$ cat config.mk
export PLATFORM = sky130hd
export DESIGN_NAME = fp16_vector_streamer_flat
export DESIGN_NICKNAME = d
export VERILOG_FILES = /design/src/rtl/fp16_vector_streamer_if.sv /design/src/rtl/fp16_vector_streamer.sv /design/src/flat_wrapper.sv
export SDC_FILE = /design/constraint.sdc
export NUM_CORES = 1
export LEC_CHECK = 0
export CELL_PAD_IN_SITES_DETAIL_PLACEMENT = 0
export CELL_PAD_IN_SITES_GLOBAL_PLACEMENT = 2
export CORE_MARGIN = 10
export CORE_UTILIZATION = 33
export DETAILED_ROUTE_END_ITERATION = 7
export PLACE_DENSITY = 0.95
export SLEW_MARGIN = 20
export SYNTH_ARGS = -nofsm -noshare
export SYNTH_HDL_FRONTEND = slang
export SYNTH_SLANG_ARGS = --single-unit
$ cat constraint.sdc
create_clock -name clk -period 5.5 [get_ports clk]
set_input_delay 1.65 -clock clk [delete_from_list [all_inputs] [get_ports clk]]
set_output_delay 1.65 -clock clk [all_outputs]
set_load 0.01 [all_outputs]
$ cat src/rtl/fp16_vector_streamer_if.sv
// Producer-side bundle of the fp16 vector streamer: control, SRAM read port and element stream.
// nan_count exists only when FP16_NAN_SKIP_EN is defined.
interface fp16_vector_streamer_if #(
  parameter int INDEX_WIDTH = 16,
  parameter int DATA_WIDTH  = 16,
  parameter int ADDR_WIDTH  = 16
);
  logic                   start;
  logic                   abort;
  logic [ADDR_WIDTH-1:0]  base_addr;
  logic [INDEX_WIDTH-1:0] length;
  logic                   busy;
  logic                   done;
  logic                   mem_rd_en;
  logic [ADDR_WIDTH-1:0]  mem_rd_addr;
  logic [DATA_WIDTH-1:0]  mem_rd_data;
  logic                   update;
  logic [DATA_WIDTH-1:0]  out_value;
  logic [INDEX_WIDTH-1:0] out_index;
  logic                   first;
`ifdef FP16_NAN_SKIP_EN
  logic [INDEX_WIDTH-1:0] nan_count;
`endif

  modport master (
    output start, abort, base_addr, length, mem_rd_data,
`ifdef FP16_NAN_SKIP_EN
    input  nan_count,
`endif
    input  busy, done, mem_rd_en, mem_rd_addr, update, out_value, out_index, first
  );

  modport slave (
    input  start, abort, base_addr, length, mem_rd_data,
`ifdef FP16_NAN_SKIP_EN
    output nan_count,
`endif
    output busy, done, mem_rd_en, mem_rd_addr, update, out_value, out_index, first
  );
endinterface

$ cat src/rtl/fp16_vector_streamer.sv
// Streams a contiguous fp16 vector from a synchronous SRAM as indexed update pulses.
// Optional macro FP16_NAN_SKIP_EN suppresses updates for NaN elements and counts them.
module fp16_vector_streamer #(
  parameter int INDEX_WIDTH = 16,
  parameter int DATA_WIDTH  = 16,
  parameter int ADDR_WIDTH  = 16,
  parameter int RD_LATENCY  = 1
) (
  input  logic                 clk,
  input  logic                 rst_n,
  fp16_vector_streamer_if.slave bus
);
  localparam logic [1:0] IDLE  = 2'd0;
  localparam logic [1:0] ISSUE = 2'd1;
  localparam logic [1:0] DRAIN = 2'd2;
  localparam logic [1:0] FIN   = 2'd3;

  logic [1:0]             state;
  logic [ADDR_WIDTH-1:0]  base_q;
  logic [INDEX_WIDTH-1:0] len_q;
  logic [INDEX_WIDTH-1:0] i_q;
  logic [RD_LATENCY-1:0]  vld_p;
  logic [INDEX_WIDTH-1:0] idx_p [RD_LATENCY];
  logic                   pipe_pending;
  logic                   tail_vld;
  logic                   tail_skip;
  logic                   upd;
  logic [INDEX_WIDTH-1:0] tail_idx;
  logic                   kill;

  assign kill = bus.abort && (state != IDLE);

  // Control FSM and issue counter
  always_ff @(posedge clk or negedge rst_n) begin
    if (!rst_n) begin
      state  <= IDLE;
      base_q <= '0;
      len_q  <= '0;
      i_q    <= '0;
    end else if (kill) begin
      state <= IDLE;
    end else begin
      case (state)
        IDLE: begin
          if (bus.start) begin
            if (bus.length != '0) begin
              state  <= ISSUE;
              base_q <= bus.base_addr;
              len_q  <= bus.length;
              i_q    <= '0;
            end else begin
              state <= FIN;
            end
          end
        end
        ISSUE: begin
          i_q <= i_q + INDEX_WIDTH'(1);
          if (i_q == len_q - INDEX_WIDTH'(1)) state <= DRAIN;
        end
        DRAIN:   if (!pipe_pending) state <= FIN;
        FIN:     state <= IDLE;
        default: state <= IDLE;
      endcase
    end
  end

  // Read pipeline: {valid, index} travels alongside the SRAM access
  always_ff @(posedge clk or negedge rst_n) begin
    if (!rst_n) begin
      vld_p <= '0;
      for (int k = 0; k < RD_LATENCY; k++) idx_p[k] <= '0;
    end else if (kill) begin
      vld_p <= '0;
    end else begin
      vld_p[0] <= (state == ISSUE);
      idx_p[0] <= i_q;
      for (int k = 1; k < RD_LATENCY; k++) begin
        vld_p[k] <= vld_p[k-1];
        idx_p[k] <= idx_p[k-1];
      end
    end
  end

  // The tail stage is consumed this cycle, so DRAIN may leave once only it remains.
  always_comb begin
    pipe_pending = 1'b0;
    for (int k = 0; k < RD_LATENCY - 1; k++) pipe_pending = pipe_pending | vld_p[k];
  end

  assign tail_vld = vld_p[RD_LATENCY-1];
  assign tail_idx = idx_p[RD_LATENCY-1];

`ifdef FP16_NAN_SKIP_EN
  logic [INDEX_WIDTH-1:0] nan_q;

  function automatic logic is_nan(input logic [DATA_WIDTH-1:0] v);
    return (v[14:10] == 5'h1f) && (v[9:0] != 10'd0);
  endfunction

  assign tail_skip = is_nan(bus.mem_rd_data);

  always_ff @(posedge clk or negedge rst_n) begin
    if (!rst_n)                          nan_q <= '0;
    else if (state == IDLE && bus.start) nan_q <= '0;
    else if (tail_vld && tail_skip)      nan_q <= nan_q + INDEX_WIDTH'(1);
  end

  assign bus.nan_count = nan_q;
`else
  assign tail_skip = 1'b0;
`endif

  assign upd             = tail_vld && !tail_skip;
  assign bus.update      = upd;
  assign bus.out_value   = upd ? bus.mem_rd_data : '0;
  assign bus.out_index   = upd ? tail_idx : '0;
  assign bus.first       = upd && (tail_idx == '0);
  assign bus.busy        = (state == ISSUE) || (state == DRAIN);
  assign bus.done        = (state == FIN);
  assign bus.mem_rd_en   = (state == ISSUE);
  assign bus.mem_rd_addr = base_q + ADDR_WIDTH'(i_q);
endmodule

$ cat src/flat_wrapper.sv
// flat-port wrapper written by rule: the top's interface ports become plain ports
module fp16_vector_streamer_flat 
#(
  parameter int INDEX_WIDTH = 16,
  parameter int DATA_WIDTH  = 16,
  parameter int ADDR_WIDTH  = 16,
  parameter int RD_LATENCY  = 1
)
  (clk, rst_n, bus_start, bus_abort, bus_base_addr, bus_length, bus_mem_rd_data, bus_busy, bus_done, bus_mem_rd_en, bus_mem_rd_addr, bus_update, bus_out_value, bus_out_index, bus_first);
  fp16_vector_streamer_if #(.INDEX_WIDTH(INDEX_WIDTH), .DATA_WIDTH(DATA_WIDTH), .ADDR_WIDTH(ADDR_WIDTH)) bus_i ();
  input  logic clk;
  input  logic rst_n;
  input wire logic [$bits(bus_i.start)-1:0] bus_start;
  input wire logic [$bits(bus_i.abort)-1:0] bus_abort;
  input wire logic [$bits(bus_i.base_addr)-1:0] bus_base_addr;
  input wire logic [$bits(bus_i.length)-1:0] bus_length;
  input wire logic [$bits(bus_i.mem_rd_data)-1:0] bus_mem_rd_data;
  output wire logic [$bits(bus_i.busy)-1:0] bus_busy;
  output wire logic [$bits(bus_i.done)-1:0] bus_done;
  output wire logic [$bits(bus_i.mem_rd_en)-1:0] bus_mem_rd_en;
  output wire logic [$bits(bus_i.mem_rd_addr)-1:0] bus_mem_rd_addr;
  output wire logic [$bits(bus_i.update)-1:0] bus_update;
  output wire logic [$bits(bus_i.out_value)-1:0] bus_out_value;
  output wire logic [$bits(bus_i.out_index)-1:0] bus_out_index;
  output wire logic [$bits(bus_i.first)-1:0] bus_first;
  assign bus_i.start = bus_start;
  assign bus_i.abort = bus_abort;
  assign bus_i.base_addr = bus_base_addr;
  assign bus_i.length = bus_length;
  assign bus_i.mem_rd_data = bus_mem_rd_data;
  assign bus_busy = bus_i.busy;
  assign bus_done = bus_i.done;
  assign bus_mem_rd_en = bus_i.mem_rd_en;
  assign bus_mem_rd_addr = bus_i.mem_rd_addr;
  assign bus_update = bus_i.update;
  assign bus_out_value = bus_i.out_value;
  assign bus_out_index = bus_i.out_index;
  assign bus_first = bus_i.first;
  fp16_vector_streamer #(.INDEX_WIDTH(INDEX_WIDTH), .DATA_WIDTH(DATA_WIDTH), .ADDR_WIDTH(ADDR_WIDTH), .RD_LATENCY(RD_LATENCY)) u_core (.clk(clk), .rst_n(rst_n), .bus(bus_i));
endmodule
# Word-level counts from Yosys, hierarchy flattened
# Cells that the tools add are included.
[classes] eq_ne=8 bitwise=1 reduce_logical=11 muxes=11 addsub=3
[ops] op="2-to-1 mux 16 bit" n=4
[ops] op="one-hot mux 16 bit (2 select lines)" n=1
[ops] op="adder 16 x 1 -> 16 bit, second input constant" n=1
[ops] op="adder 16 bit" n=1
[ops] op="equality test 16 bit" n=1
[ops] op="logical NOT 16 bit" n=1
[ops] op="nonzero test 16 bit" n=1
[ops] op="subtractor 16 x 1 -> 16 bit, second input constant" n=1
[ops] op="2-to-1 mux 2 bit" n=4
[ops] op="one-hot mux 2 bit (4 select lines)" n=1
[ops] op="AND reduction 4 bit" n=2
[ops] op="equality test 2 bit, second input constant" n=2
[ops] op="nonzero test 2 bit" n=2
[ops] op="inequality test 3 x 1 -> 1 bit, second input constant" n=1
[ops] op="inequality test 3 x 2 -> 1 bit, second input constant" n=1
[ops] op="equality test 2 x 1 -> 1 bit, second input constant" n=1
[ops] op="logical AND 1 bit" n=2
[ops] op="logical NOT 2 bit" n=1
[ops] op="inequality test 2 x 1 -> 1 bit, second input constant" n=1
[ops] op="inequality test 2 bit, second input constant" n=1
[ops] op="AND reduction 2 bit" n=1
[ops] op="logical OR 1 bit" n=1
[ops] op="2-to-1 mux 1 bit" n=1
[ops] op="NOT 1 bit" n=1
[word_totals] word_cells=40 register_bits=67 input_bits=52

# Depth between registers and ports, before layout
# Gate-level depths: netlist (run 1).
[depth] word_depth=5 ltp_mapped=10

# Worst setup path after synthesis (run 1)
# OpenSTA, ideal clock, no wires.
[synth_path] path_type="reg-to-output" startpoint="register u_core.i_q[9]" endpoint="output port bus_mem_rd_addr[15]" stages_incl_launch_ff=9 slack_ns=1.716 arrival_ns=2.134 cell_sequence="dfrtp_1 ha_1 a21o_1 a31oi_1 o21ai_0 a2111oi_0 o21ai_0 a21oi_1 xnor2_1"
[synth_via] elab_chain_len=1
[synth_rtl] item="from (decl)" line_no="fp16_vector_streamer.sv:21" text="logic [INDEX_WIDTH-1:0] i_q;"
[synth_rtl] item="from (signal assigned)" line_no="fp16_vector_streamer.sv:57" text="i_q <= i_q + INDEX_WIDTH'(1);"
[synth_rtl] item="adder 16 bit" line_no="fp16_vector_streamer.sv:121" text="assign bus.mem_rd_addr = base_q + ADDR_WIDTH'(i_q);"
[synth_rtl] item="to (decl)" line_no="flat_wrapper.sv:21" text="output wire logic [$bits(bus_i.mem_rd_addr)-1:0] bus_mem_rd_addr;"
# Every way passes these cells.

# Worst setup path in the final report (run 1)
[layout_path] startpoint="register u_core.i_q[7]" endpoint="output port bus_mem_rd_addr[15]"
# Same word-level chain as after synthesis.

==> summary.md, run 1 <==
| Metric | Value |
|---|---|
| Worst Tran Pin Value | `1000 ps` |
| Post-route ant nets | `0` |
| Final WL | `12100 um` |
| Drt drc | `0` |
| Wire per inst | `16.5 um` |
| Status | `complete, no violations` |
| Max-slew violation count | `0` |
| Mapped Cells | `456` |
| Final period util | `0.925` |
| Sw Pwr | `1.02 mW` |
| Clock network fraction of design power | `0.239` |
| Initial Util | `0.342` |
| Sw Ratio | `0.365` |
| Area Growth Syn to Fin | `35.7%` |
| Pwr dens | `470 nW/um^2` |
| Worst setup EP type | `primary output` |
| Leakage | `2.51 nW` |
| CP Max Fanout | `8` |
| Multi-input gate area | `2560 um^2` |
| Yosys cell types | `52` |
| Vias in the first global route | `3857` |
| Post CTS Setup Buffer Count | `0` |
| Clk root buf | `clkbuf_16` |
| Total Power | `2.79 mW` |
| Leading post-synthesis cells by cell area | `dfrtp_1 38%, mux2_2 11%, ha_1 6.0%` |
| Via-to-Cell Ratio | `5.03` |
| Resized Gates After CTS | `0` |
| Post-synth top cells | `67 x dfrtp_1, 44 x mux2_2, 34 x and2_1, 33 x nand2_1, 27 x nor2_1` |
| Hold Slack | `513 ps` |
| Placement Rows | `41` |
| Rel. slew slack | `0.325` |
| Worst-skew pair later-pin latency | `330 ps` |
| Final setup skew | `5.87 ps` |
| Post-synth EDFFs | `0` |
| Die ar. | `18300 um^2` |
| Reg power frac | `0.291` |
| ANT cells | `0` |
| Mapped Nets | `530` |
| Setup TNS | `0 ps` |
| Count leader, synth | `dfrtp_1` |
| Hold WC Path Type | `reg2reg` |
| DRT iter0 DRCs | `204` |
| Dpl hpwl | `9450 um` |
| Num CTS Buffers | `9` |
| Die Wd | `135 um` |
| I/O pin count | `105` |
| Number of max-cap violations | `0` |
| Predominant post-synthesis flop cell | `dfrtp_1` |
| Max Fclk | `0.196 GHz` |
| Overflow after GRT | `0` |
| Cell area after synthesis | `4370 um^2` |
| Final setup fails | `0` |
| Core area | `12800 um^2` |
| Clock transition at path regs | `60 ps` |
| Vias | `3679` |
| Comb pwr share | `0.471` |
| Worst Setup Start Kind | `register` |
| Layout cells sized above 1 | `0.127` |
| Overall Global Routing Usage | `0.135` |
| Layout fillers | `1233` |
| Clock Tree Buf Depth | `2` |
| Register area share after synthesis | `0.383` |
| Ys Warns | `0` |
| FFs w/ async S/R, synth | `1.00` |
| H-Tree Depth | `3` |
| Cts hold-fix bufs | `0` |
| Global-route wire length before repair | `19800 um` |
| Yosys top cell by area | `dfrtp_1` |
| Die Height | `135 um` |
| RSZ-0062 raised after global routing | `no` |
| IO buf count | `104` |
| Crit path required time | `3850 ps` |
| Initial antenna violation count | `0` |
| Gpl congestion | `0.847` |
| Register bit total from synthesis | `67` |
| Final min period | `5090 ps` |
| Top-area cell type share of the netlist area | `0.383` |
| Hold Violations, Final | `0` |
| CTS Sinks | `67` |
| Nets@finish | `629` |
| Data arrival time of the critical path | `3440 ps` |
| Detailed Routing Iterations Pass 1 | `4` |
| Syn_area_per_cell | `9.59 um^2` |
| CTS tree | `built` |
| Crit Path Class | `reg2out` |
| Largest net degree at the start of global routing | `39` |
| Register area | `1680 um^2` |
| VDD IR max | `0.000268 V` |
| Int Pwr | `1.77 mW` |
==> cell usage in the layout (no fill, tap or decap), types with 10 or more instances in the layout <==
cell and instances:
o21ai_0 23, nand2_1 33, nand3_1 10, nor2_1 27, inv_1 19, mux2_2 44, a21oi_1 17, clkdlybuf4s50_1 103
dfrtp_1 67, nor4_1 11, xnor2_1 21, and2_1 34, ha_1 21, xor2_1 20
==> area by class of cell <==
class	instances	share of cell area
multi-input combinational	350	0.431
clock buffer	12	0.0416
clock inverter	4	0.0165
timing repair buffer	108	0.180
sequential	67	0.283
inverter	19	0.0120
tap	172	0.0363
==> final timing paths <==
path / from / slack (ps) / to / cells past startpoint
max: u_core.i_q[7] / 410 / bus_mem_rd_addr[15] / 9
min: u_core.base_q[0] / 510 / u_core.base_q[0] / 1
max reg2reg: u_core.len_q[4] / 2550 / u_core.state[0] / 7
min reg2reg: u_core.base_q[0] / 510 / u_core.base_q[0] / 1
max in group asynchronous: rst_n / 3170 / u_core.i_q[5] / 2
min in group asynchronous: rst_n / 1410 / u_core.len_q[6] / 1
==> worst max-delay path: stages, from the launching register on <==
cell and delay (ps):
dfrtp_1 470, ha_1 400, a21o_1 200, a31oi_1 270, o21ai_0 170, a2111oi_0 510, o21ai_0 190, a21oi_1 220
xnor2_1 140, clkdlybuf4s50_1 550
==> kinds of logic (layout without fill, tap and decap cells) <==
logic type / after synthesis / after routing / share of synthesized area
flops: 67 / 67 / 0.383
xor+xnor: 41 / 41 / 0.0821
buf+inv: 39 / 143 / 0.0369
mux: 44 / 44 / 0.113
fa+ha+maj: 22 / 22 / 0.0647
compound gates: 73 / 73 / 0.107
simple gates: 170 / 170 / 0.213
==> power groups by stage <==
stage	sequential, mW	combinational (mW)	clock [mW]
floorplan	0.740	0.880	0
detailed placement	0.816	1.32	0
global route	0.836	1.47	0.703
global placement	0.811	1.30	0
finish	0.811	1.31	0.666
CTS	0.809	1.33	0.680
==> metrics by stage <==
stage                     setup WS (ps)  instance area (um^2)   util  instances
after detailed placement            830                  5580  0.437        716
after floorplan                    1720                  4370      -        456
after CTS                           457                  5930  0.464        732
after global routing                238                  5930  0.464        732
after global placement              827                  5580  0.437        716
final                               410                  5930  0.464        732
==> per-layer routing <==
layer,GRT usage,vias up,wire length (um)
met3,0.0356,11,586
met1,0.160,1781,5190
met4,0.0389,0,131
met2,0.233,66,6170
met5,0,-,0
li1,-,1821,-
==> state kept, by name (all words and copies together), names as in the netlist <==
register and flops:
u_core.bus.update 1, u_core.len_q 16, u_core.idx_p 16, u_core.i_q 16, u_core.state 2, u_core.base_q 16
(Power assumes the default switching activity.)
==> inputs of run 2 (changes only) <==
--- a/config.mk
+++ b/config.mk
@@ -7,7 +7,6 @@
 export LEC_CHECK = 0
 export CELL_PAD_IN_SITES_DETAIL_PLACEMENT = 0
 export CELL_PAD_IN_SITES_GLOBAL_PLACEMENT = 2
-export CORE_MARGIN = 10
 export CORE_UTILIZATION = 33
 export DETAILED_ROUTE_END_ITERATION = 7
 export PLACE_DENSITY = 0.95
==> run 2 against run 1 <==
First-iteration DRC count is 12% lower. Register-to-register slack worse by 300 ps. Wire length is 8.7% lower. Global-route usage is 3.5 points higher. Design area is 0.74% lower. Final cell count stayed put. Clock power is 12% lower. Clock skew hardly changed. Largest cell class unchanged. Largest power group unchanged.
==> summary.md, run 2 (synthesis results as in run 1) <==
| Metric | Value |
|---|---|
| Status | `complete, no violations` |
| Dpl hpwl | `8600 um` |
| Die Height | `117 um` |
| Crit Path Class | `reg2out` |
| Nets@finish | `629` |
| Detailed Routing Iterations Pass 1 | `4` |
| ANT cells | `0` |
| Post CTS Setup Buffer Count | `0` |
| Most frequent cells in the layout | `103 x clkdlybuf4s50_1, 67 x dfrtp_1, 44 x mux2_2` |
| Vias | `3721` |
| Rel. slew slack | `0.298` |
| Final setup fails | `0` |
| Leakage | `2.50 nW` |
| I/O pin count | `105` |
| Number of max-cap violations | `0` |
| Post-route ant nets | `0` |
| Crit path required time | `3850 ps` |
| Post-route cell area | `5890 um^2` |
| Total Power | `2.70 mW` |
| Final Worst Setup Slack | `481 ps` |
| Hold WC Path Type | `reg2reg` |
| Clock Tree Buf Depth | `2` |
| Worst setup EP type | `primary output` |
| Data arrival time of the critical path | `3370 ps` |
| Wire per inst | `15.1 um` |
| Cts hold-fix bufs | `0` |
| Layout cells sized above 1 | `0.127` |
| Hold Violations, Final | `0` |
| Die ar. | `13700 um^2` |
| Final period util | `0.913` |
| Via-to-Cell Ratio | `5.08` |
| Final WL | `11000 um` |
| Core area | `12800 um^2` |
| Cell area after placement | `5580 um^2` |
| Area Growth Syn to Fin | `34.6%` |
| Pwr dens | `458 nW/um^2` |
| Worst Setup Start Kind | `register` |
| CTS tree | `built` |
| Initial Util | `0.342` |
| Layout fillers | `1229` |
| Initial antenna violation count | `0` |
| Commonest non-fill, non-tap cell in the layout | `clkdlybuf4s50_1` |
| Resized Gates After CTS | `0` |
| Overflow after GRT | `0` |
| Gpl congestion | `0.868` |
| Max-slew violation count | `0` |
| H-Tree Depth | `3` |
| Final setup skew | `6.02 ps` |
| Clock transition at path regs | `50 ps` |
| Overall Global Routing Usage | `0.170` |
| Final min period | `5020 ps` |
| Num CTS Buffers | `9` |
| CP Max Fanout | `8` |
| Setup TNS | `0 ps` |
| Largest net degree at the start of global routing | `39` |
| Die Wd | `117 um` |
| Vias in the first global route | `3525` |
| VDD IR max | `0.000237 V` |
| Clk root buf | `clkbuf_16` |
| Pre-CTS WS | `813 ps` |
| IO buf count | `104` |
| Worst-skew pair later-pin latency | `330 ps` |
| Placement Rows | `41` |
| DRT iter0 DRCs | `179` |
| Drt drc | `0` |
| RSZ-0062 raised after global routing | `no` |
| Global-route wire length before repair | `17600 um` |
| CTS Sinks | `67` |
| Worst Tran Pin Value | `1050 ps` |
| Max Fclk | `0.199 GHz` |
## run 2: changes by cell type in the layout (fill, tap and decap cells not counted), sizes merged
cell and delta:
bufinv -2, clkinv +3, clkinvlp -1
## run 2: layout make-up
class                      instances  area, um^2  area share
multi-input combinational        350        2550       0.434
clock inverter                     4        48.8     0.00829
inverter                          19        71.3      0.0121
clock buffer                      12         256      0.0436
tap                              172         215      0.0365
timing repair buffer             108        1070       0.181
sequential                        67        1680       0.285
## run 2: path summary, 6_finish.rpt
check                                 start                   to  cells past startpoint  slack, ps
setup / recovery              u_core.i_q[7]  bus_mem_rd_addr[15]                      9        480
hold / removal             u_core.base_q[5]     u_core.base_q[5]                      1        510
setup reg to reg            u_core.len_q[0]      u_core.state[0]                      9       2250
hold reg to reg            u_core.base_q[5]     u_core.base_q[5]                      1        510
max in group asynchronous             rst_n     u_core.base_q[6]                      2       3150
min in group asynchronous             rst_n      u_core.idx_p[1]                      1       1390
## run 2: where the power goes
group / internal (mW) / switching [mW] / total, mW
Combinational: 0.674 / 0.627 / 1.30
Sequential: 0.641 / 0.168 / 0.809
Clock: 0.375 / 0.211 / 0.586
## run 2: metrics by stage
step                hold WS, ps   util  cells
finish                      514  0.461    732
global route                528  0.461    732
CTS                         515  0.461    732
global placement            497  0.437    716
detailed placement          502  0.437    716
floorplan                   485      -    456
## run 2: worst max-delay path, cell delays in order (launching register included)
cell             delay, ps
dfrtp_1                480
ha_1                   410
a21o_1                 190
a31oi_1                280
o21ai_0                160
a2111oi_0              450
o21ai_0                180
a21oi_1                210
xnor2_1                140
clkdlybuf4s50_1        550
## run 2: layer usage
metal	part of all wire	global-route usage
met3	0.038	0.0324
met5	0	0
met2	0.49	0.286
met4	0.014	0.0608
met1	0.46	0.219
==> inputs of run 3 (changes only) <==
--- a/config.mk
+++ b/config.mk
@@ -5,6 +5,7 @@
 export SDC_FILE = /design/constraint.sdc
 export NUM_CORES = 1
 export LEC_CHECK = 0
+export CAP_MARGIN = 10
 export CELL_PAD_IN_SITES_DETAIL_PLACEMENT = 0
 export CELL_PAD_IN_SITES_GLOBAL_PLACEMENT = 2
 export CORE_UTILIZATION = 33
==> results of run 3 <==
Same layout as run 2: the final DEF is identical, and so are final timing and power.
